## src/rtl/bram_arbiter_pkg.sv

```systemverilog
// rtl/bram_arbiter_pkg.sv - shared BRAM geometry and arbiter enums
package configure;
  localparam int bram_depth = 10;

  typedef enum logic {IDLE, BUSY} bram_arb_state_t;
  typedef enum logic {PORT_IMEM, PORT_DMEM} bram_arb_port_t;
endpackage

```

## src/rtl/bram_arb_grant.sv

```systemverilog
// rtl/bram_arb_grant.sv - combinational grant picker; BRAM_ARB_RR_EN selects round-robin
module bram_arb_grant
  import configure::*;
(
  input  logic           imem_valid,
  input  logic           dmem_valid,
`ifdef BRAM_ARB_RR_EN
  input  bram_arb_port_t ptr,
`endif
  output bram_arb_port_t grant
);

  bram_arb_port_t pref;

`ifdef BRAM_ARB_RR_EN
  assign pref = ptr;
`else
  assign pref = PORT_DMEM;
`endif

  always_comb begin
    grant = PORT_DMEM;
    if (imem_valid && dmem_valid)
      grant = pref;
    else if (imem_valid)
      grant = PORT_IMEM;
  end

endmodule

```

## src/rtl/bram_arbiter.sv

```systemverilog
// rtl/bram_arbiter.sv - shares one BRAM between imem and dmem; BRAM_ARB_RR_EN enables round-robin
module bram_arbiter
  import configure::*;
(
  input  logic                  clk,
  input  logic                  reset,
  input  logic                  imem_valid,
  input  logic                  imem_instr,
  input  logic [31:0]           imem_addr,
  input  logic [31:0]           imem_wdata,
  input  logic [3:0]            imem_wstrb,
  output logic                  imem_ready,
  output logic [31:0]           imem_rdata,
  input  logic                  dmem_valid,
  input  logic                  dmem_instr,
  input  logic [31:0]           dmem_addr,
  input  logic [31:0]           dmem_wdata,
  input  logic [3:0]            dmem_wstrb,
  output logic                  dmem_ready,
  output logic [31:0]           dmem_rdata,
  output logic                  bram_wen,
  output logic [bram_depth-1:0] bram_waddr,
  output logic [bram_depth-1:0] bram_raddr,
  output logic [31:0]           bram_wdata,
  output logic [3:0]            bram_wstrb,
  input  logic [31:0]           bram_rdata
);

  bram_arb_state_t state;
  bram_arb_port_t  grant;
  bram_arb_port_t  grant_q;
  logic            any_valid;
  logic            issue;
  logic [31:0]     sel_addr;
  logic [31:0]     sel_wdata;
  logic [3:0]      sel_wstrb;

  // instr flags and the byte-offset/wrapped address bits have no effect on the BRAM access
  logic unused_bits;
  assign unused_bits = ^{imem_instr, dmem_instr,
                         imem_addr[31:bram_depth+2], imem_addr[1:0],
                         dmem_addr[31:bram_depth+2], dmem_addr[1:0]};

`ifdef BRAM_ARB_RR_EN
  bram_arb_port_t rr_ptr;

  bram_arb_grant u_grant (
    .imem_valid (imem_valid),
    .dmem_valid (dmem_valid),
    .ptr        (rr_ptr),
    .grant      (grant)
  );
`else
  bram_arb_grant u_grant (
    .imem_valid (imem_valid),
    .dmem_valid (dmem_valid),
    .grant      (grant)
  );
`endif

  assign any_valid = imem_valid || dmem_valid;
  assign issue     = reset && (state == IDLE) && any_valid;

  assign sel_addr  = (grant == PORT_DMEM) ? dmem_addr  : imem_addr;
  assign sel_wdata = (grant == PORT_DMEM) ? dmem_wdata : imem_wdata;
  assign sel_wstrb = (grant == PORT_DMEM) ? dmem_wstrb : imem_wstrb;

  always_comb begin
    bram_wen   = 1'b0;
    bram_waddr = '0;
    bram_raddr = '0;
    bram_wdata = '0;
    bram_wstrb = '0;
    if (issue) begin
      bram_wen   = (sel_wstrb != 4'b0000);
      bram_waddr = sel_addr[bram_depth+1:2];
      bram_raddr = sel_addr[bram_depth+1:2];
      bram_wdata = sel_wdata;
      bram_wstrb = sel_wstrb;
    end
  end

  // reset gates the response so a reset landing in BUSY drops the pending ready
  assign imem_ready = reset && (state == BUSY) && (grant_q == PORT_IMEM);
  assign dmem_ready = reset && (state == BUSY) && (grant_q == PORT_DMEM);
  assign imem_rdata = imem_ready ? bram_rdata : 32'h0;
  assign dmem_rdata = dmem_ready ? bram_rdata : 32'h0;

  always_ff @(posedge clk) begin
    if (!reset) begin
      state   <= IDLE;
      grant_q <= PORT_IMEM;
`ifdef BRAM_ARB_RR_EN
      rr_ptr  <= PORT_DMEM;
`endif
    end else begin
      case (state)
        IDLE: begin
          if (any_valid) begin
            grant_q <= grant;
            state   <= BUSY;
`ifdef BRAM_ARB_RR_EN
            rr_ptr  <= (grant == PORT_DMEM) ? PORT_IMEM : PORT_DMEM;
`endif
          end
        end
        BUSY:    state <= IDLE;
        default: state <= IDLE;
      endcase
    end
  end

endmodule
```

## config.mk

```make
export PLATFORM = sky130hd
export DESIGN_NAME = bram_arbiter
export DESIGN_NICKNAME = d
export VERILOG_FILES = /design/src/rtl/bram_arbiter_pkg.sv /design/src/rtl/bram_arb_grant.sv /design/src/rtl/bram_arbiter.sv
export SDC_FILE = /design/constraint.sdc
export NUM_CORES = 1
export LEC_CHECK = 0
export CORE_AREA = 2 2 117 119
export DETAILED_ROUTE_END_ITERATION = 16
export DIE_AREA = 0 0 119 121
export SLEW_MARGIN = 20
export SYNTH_ARGS = -nofsm -noshare
export SYNTH_HDL_FRONTEND = slang
export SYNTH_HIERARCHICAL = 1
export SYNTH_SLANG_ARGS = --single-unit
```

## constraint.sdc

```tcl
create_clock -name clk -period 2.1 [get_ports clk]
set_input_delay 0.315 -clock clk [delete_from_list [all_inputs] [get_ports clk]]
set_output_delay 0.315 -clock clk [all_outputs]
set_load 0.1 [all_outputs]
```

* Word level (Yosys, flattened, before mapping) *
Cells that the tools add are included.

storage, ports and cells
  register bits after elaboration = 2
  bits of input ports = 174
  output and inout bits = 123
  logic and storage cells = 26

operators by class
  mux-type cells = 13
  bitwise operators = 2
  reductions and logical operators = 9

operators by type and width
  operator             count
  $mux W32             4
  $mux W12             1
  $mux W10             1
  $mux W4              2
  $logic_and A1 B1 Y1  6
  $mux W1              4
  $reduce_bool A4 Y1   1
  $not A1 Y1           2
  $pmux W1 S2          1
  $reduce_and A2 Y1    1
  $logic_or A1 B1 Y1   1

* Longest topological paths before layout *
  depth in word-level cells = 5
  mapped depth = 6

* Modules after synthesis *
Netlist, hierarchy kept.

modules (own cells, without submodules)
  module          instances  cells an instance  area an instance (um^2)
  bram_arbiter    1          198                1335.0
  bram_arb_grant  1          1                  6.3

* Worst setup path before layout *
OpenSTA, ideal clock, no wires.

  path type = input-to-output
  start = in dmem_valid
  end = out bram_wen
  arrival time = 3.106 ns
  data required time = 1.785 ns
  setup slack = -1.321 ns
  stages on the path = 5
  path through = nand2b_1 buf_2 buf_4 buf_4 a211oi_1

on the way
  cells in the longest elaborated chain, start to end = 5

ends and longest elaborated chain
  element              line                  source
  start, declared      bram_arbiter.sv:14    input logic dmem_valid,
  $logic_and A1 B1 Y1  bram_arb_grant.sv:23  if (imem_valid && dmem_valid)
  $mux W1              bram_arb_grant.sv:23
  $mux W4              bram_arbiter.sv:66    assign sel_wstrb = (grant == PORT_DMEM) ? dmem_wstrb : imem_wstrb;
  $reduce_bool A4 Y1   bram_arbiter.sv:75    bram_wen = (sel_wstrb != 4'b0000);
  $mux W1 (*)          bram_arbiter.sv:74    if (issue) begin
  end, declared        bram_arbiter.sv:21    output logic bram_wen,

Every way passes the cells marked *; elsewhere a longest branch is shown, timed or not.

* Worst setup path in the final report *
  start = in imem_valid
  end = out bram_wdata[19]

on the way
  cells in the longest elaborated chain, start to end = 4

ends and longest elaborated chain
  element                                                line                                        source
  start, declared                                        bram_arbiter.sv:7                           input logic imem_valid,
  $mux W1 / $logic_and A1 B1 Y1 (equally long branches)  bram_arb_grant.sv:25, bram_arb_grant.sv:23
  $mux W1                                                bram_arb_grant.sv:23
  $mux W32                                               bram_arbiter.sv:65                          assign sel_wdata = (grant == PORT_DMEM) ? dmem_wdata : imem_wdata;
  $mux W32 (*)                                           bram_arbiter.sv:74
  end, declared                                          bram_arbiter.sv:24                          output logic [31:0] bram_wdata,

Marked as above.

==> flow_metrics.tcl <==
set metrics [dict create \
    status "finished clean" \
    slowest_stage "clkdlybuf4s15_1" \
    synth_most_common_cell "and2_1" \
    min_delay_worst_endpoint "grant_q" \
    drc 0 \
    cts.sinks 2 \
    grt.overflow.total 0 \
    port-buffer-count 250 \
    first_pass_iters 4 \
    p_leak_nw 2.459 \
    cts_tree "done" \
    crit_chain "clkdlybuf4s15_1 > o21bai_4 > or2_4 > buf_4 > nor2_1 > buf_12" \
    netlist_instances 199 \
    ios 297 \
    track_usage_pct 11.65 \
    synthXorXnorAreaFrac_pct 0 \
    antenna_found_initial 0 \
    setup.worst_path.end_class "primary output" \
    syn2layout_area_growth_pct 322.2 \
    synth_flop_cell "dfxtp_1" \
    core-area_mm2 0.01309 \
    synth_top_family_by_area "simple AND/OR/NAND/NOR gates" \
    reg2reg_depth 5 \
    cts_root_buffer "clkbuf_16" \
    rows 42 \
    drive_gt1_share_pct 44.42 \
    clock_skew_ns 0.0006272 \
    via_count 2334 \
    async_flop_share_pct 0 \
    slew_viol_final 0 \
    worst-path-max-fanout 16 \
    power.density_mw_per_mm2 359.8 \
    synth_compound_gate_area_share_pct 1.959 \
    clock_path_buffers 2 \
    crit_family "buffers and inverters" \
    clkTransAtPathRegs_ns 0.03 \
    holdPathStages 3 \
    critPathKind "in2out" \
    wl_mm 8.853 \
    fin_nets 624 \
    dp.cells 617 \
    drtIter0Drc 44 \
    maxCapViolCount 0 \
    hp-start "reset" \
    grt_pass1_vias 2558 \
    fin_crit_sh_pct 95.72 \
    synth_area_mm2 0.001341 \
    clk_latency_ns 0.22 \
    tightest_slew_ns 0.3329 \
    rsz0062_at_grt "no" \
    vias_per_cell 3.740 \
    setup_violations 0 \
    yosys.area_share.simple_pct 46.46 \
    final_antenna_net_count 0 \
    avgSynthCellArea_um2 6.740 \
    reg2reg_to "state" \
    hpwlAfterDp_mm 7.637 \
    synth_cell_types 17 \
    synth-edff-count 0 \
    cp-start-kind "input port" \
    cts-htree-levels 1 \
    hold_violations 0 \
    p_total_mw 2.037 \
    cpPeakStageDelay_ns 0.37 \
    synth_fa_ha_area_share_pct 0 \
    cp_num_buf_inv 3 \
    synth_fp_nets 373 \
    grt_pass1_wl_mm 13.46 \
    synth_seq_area_share_pct 2.985 \
    relSlewSlack_pct 77.80 \
    critical_path_arrival_ns 1.70 \
    vdd_drop_max_mv 0.2038 \
    grt_max_degree 34 \
    antennaDiodeCount 0 \
    wire_per_inst_um 14.19 \
    fmax_mhz 497.5 \
    ys_ff_latch 2 \
    synthTopCellsByArea "mux2i_1 (35%), and2_1 (30%), nor2_1 (14%), buf_4 (6.7%), dfxtp_1 (3.0%)" \
    synth_top_area_share_pct 35.07 \
    die-area_mm2 0.01440 \
    fin_crit_ns 2.010 \
    start_util_pct 10.25 \
    synth.area.mux_share_pct 35.07 \
    die_w_um 119 \
    yosysTopAreaCell "mux2i_1" \
    yosysWarningCount 6 \
    gp_congestion 0.7796 \
    ys_top_cells_by_count "and2_1 (64), nor2_1 (49), mux2i_1 (47)" \
    hold_class "in2reg" \
    cts_hold_buffers 0 \
    cts_buffers 3 \
    dieHeight_um 121 \
    r2r_setup_slack_ns 0.94 \
    fin_cells 624 \
    worstPathRequired_ns 1.78 \
    r2r_start "state" \
]
layout by cell type, fill, tap and decap left out, drive strengths merged, types with 2 or more instances in the layout:
cell and n:
mux2i 47, clkbuf 5, nor2 49, nand2b 2, inv 2, and2 64
clkdlybuf4s50 124, dfxtp 2, buf 143
per-layer routing:
layer	share of wire (%)	GRT usage [%]	wire, um
met3	13	6.015	1125
met2	55	23.53	4840
met5	0	0	0
met4	0.61	1.414	54
met1	32	10.46	2833
layout make-up:
cell class                 instances  area (um2)
tap                              176       220.2
timing repair buffer             272        4026
inverter                           2       7.507
multi-input combinational        169        1294
clock buffer                       3       75.07
fill                            1200        7422
sequential                         2       40.04
worst max-delay path by stage:
stage	start	end	slack, ns	cells after the start
5_1_grt	imem_valid	bram_wdata[9]	0.02	6
6_report	imem_valid	bram_wdata[19]	0.09	6
3_5_place_dp	dmem_valid	bram_waddr[8]	-0.11	6
4_1_cts	reset	bram_wstrb[2]	0.004	7
3_3_place_gp	dmem_valid	bram_waddr[5]	-0.08	6
2_1_floorplan	state	bram_wdata[0]	-0.45	4
state kept, by name, indices dropped and copies added (netlist names):
name,cells
grant_q,1
state,1
tightest hold or removal path, cell delays in order:
cell            delay (ns)
dlymetal6s2s_1        0.13
inv_1                 0.07
nor2_1                0.05
report_power, final:
part	leakage, nW	switching [mW]	internal [mW]
Combinational	2.41	0.992	0.715
Clock	0.0370	0.0438	0.242
Sequential	0.0167	0.00251	0.0417
logic make-up after synthesis:
logic type	Yosys count
buffers and inverters	29
AND/OR/NAND/NOR	119
multiplexers	47
AO/OA/AOI/OAI	2
flip-flops	2
repair_timing:
action,CTS,global route
endpoints found under the hold margin,0,0
cloned,1,2
buffers inserted,0,1
gates resized for setup,7,4
endpoints found under the setup margin,55,65
pin swaps,1,1
through the flow:
| step | utilization (%) | TNS (ns) | hold slack (ns) | setup WS, ns | area (um2) |
|---|---|---|---|---|---|
| after floorplan | - | -13.46 | 0.4506 | -0.4507 | 1479 |
| after global placement | 41.89 | -2.728 | 0.5172 | -0.08421 | 5482 |
| after detailed placement | 41.89 | -3.695 | 0.5309 | -0.1074 | 5482 |
| after CTS | 42.66 | 0 | 0.5377 | 0.004253 | 5582 |
| after global routing | 43.28 | 0 | 0.4069 | 0.01585 | 5663 |
| final | 43.28 | 0 | 0.3966 | 0.08986 | 5663 |
(Power assumes the default switching activity.)
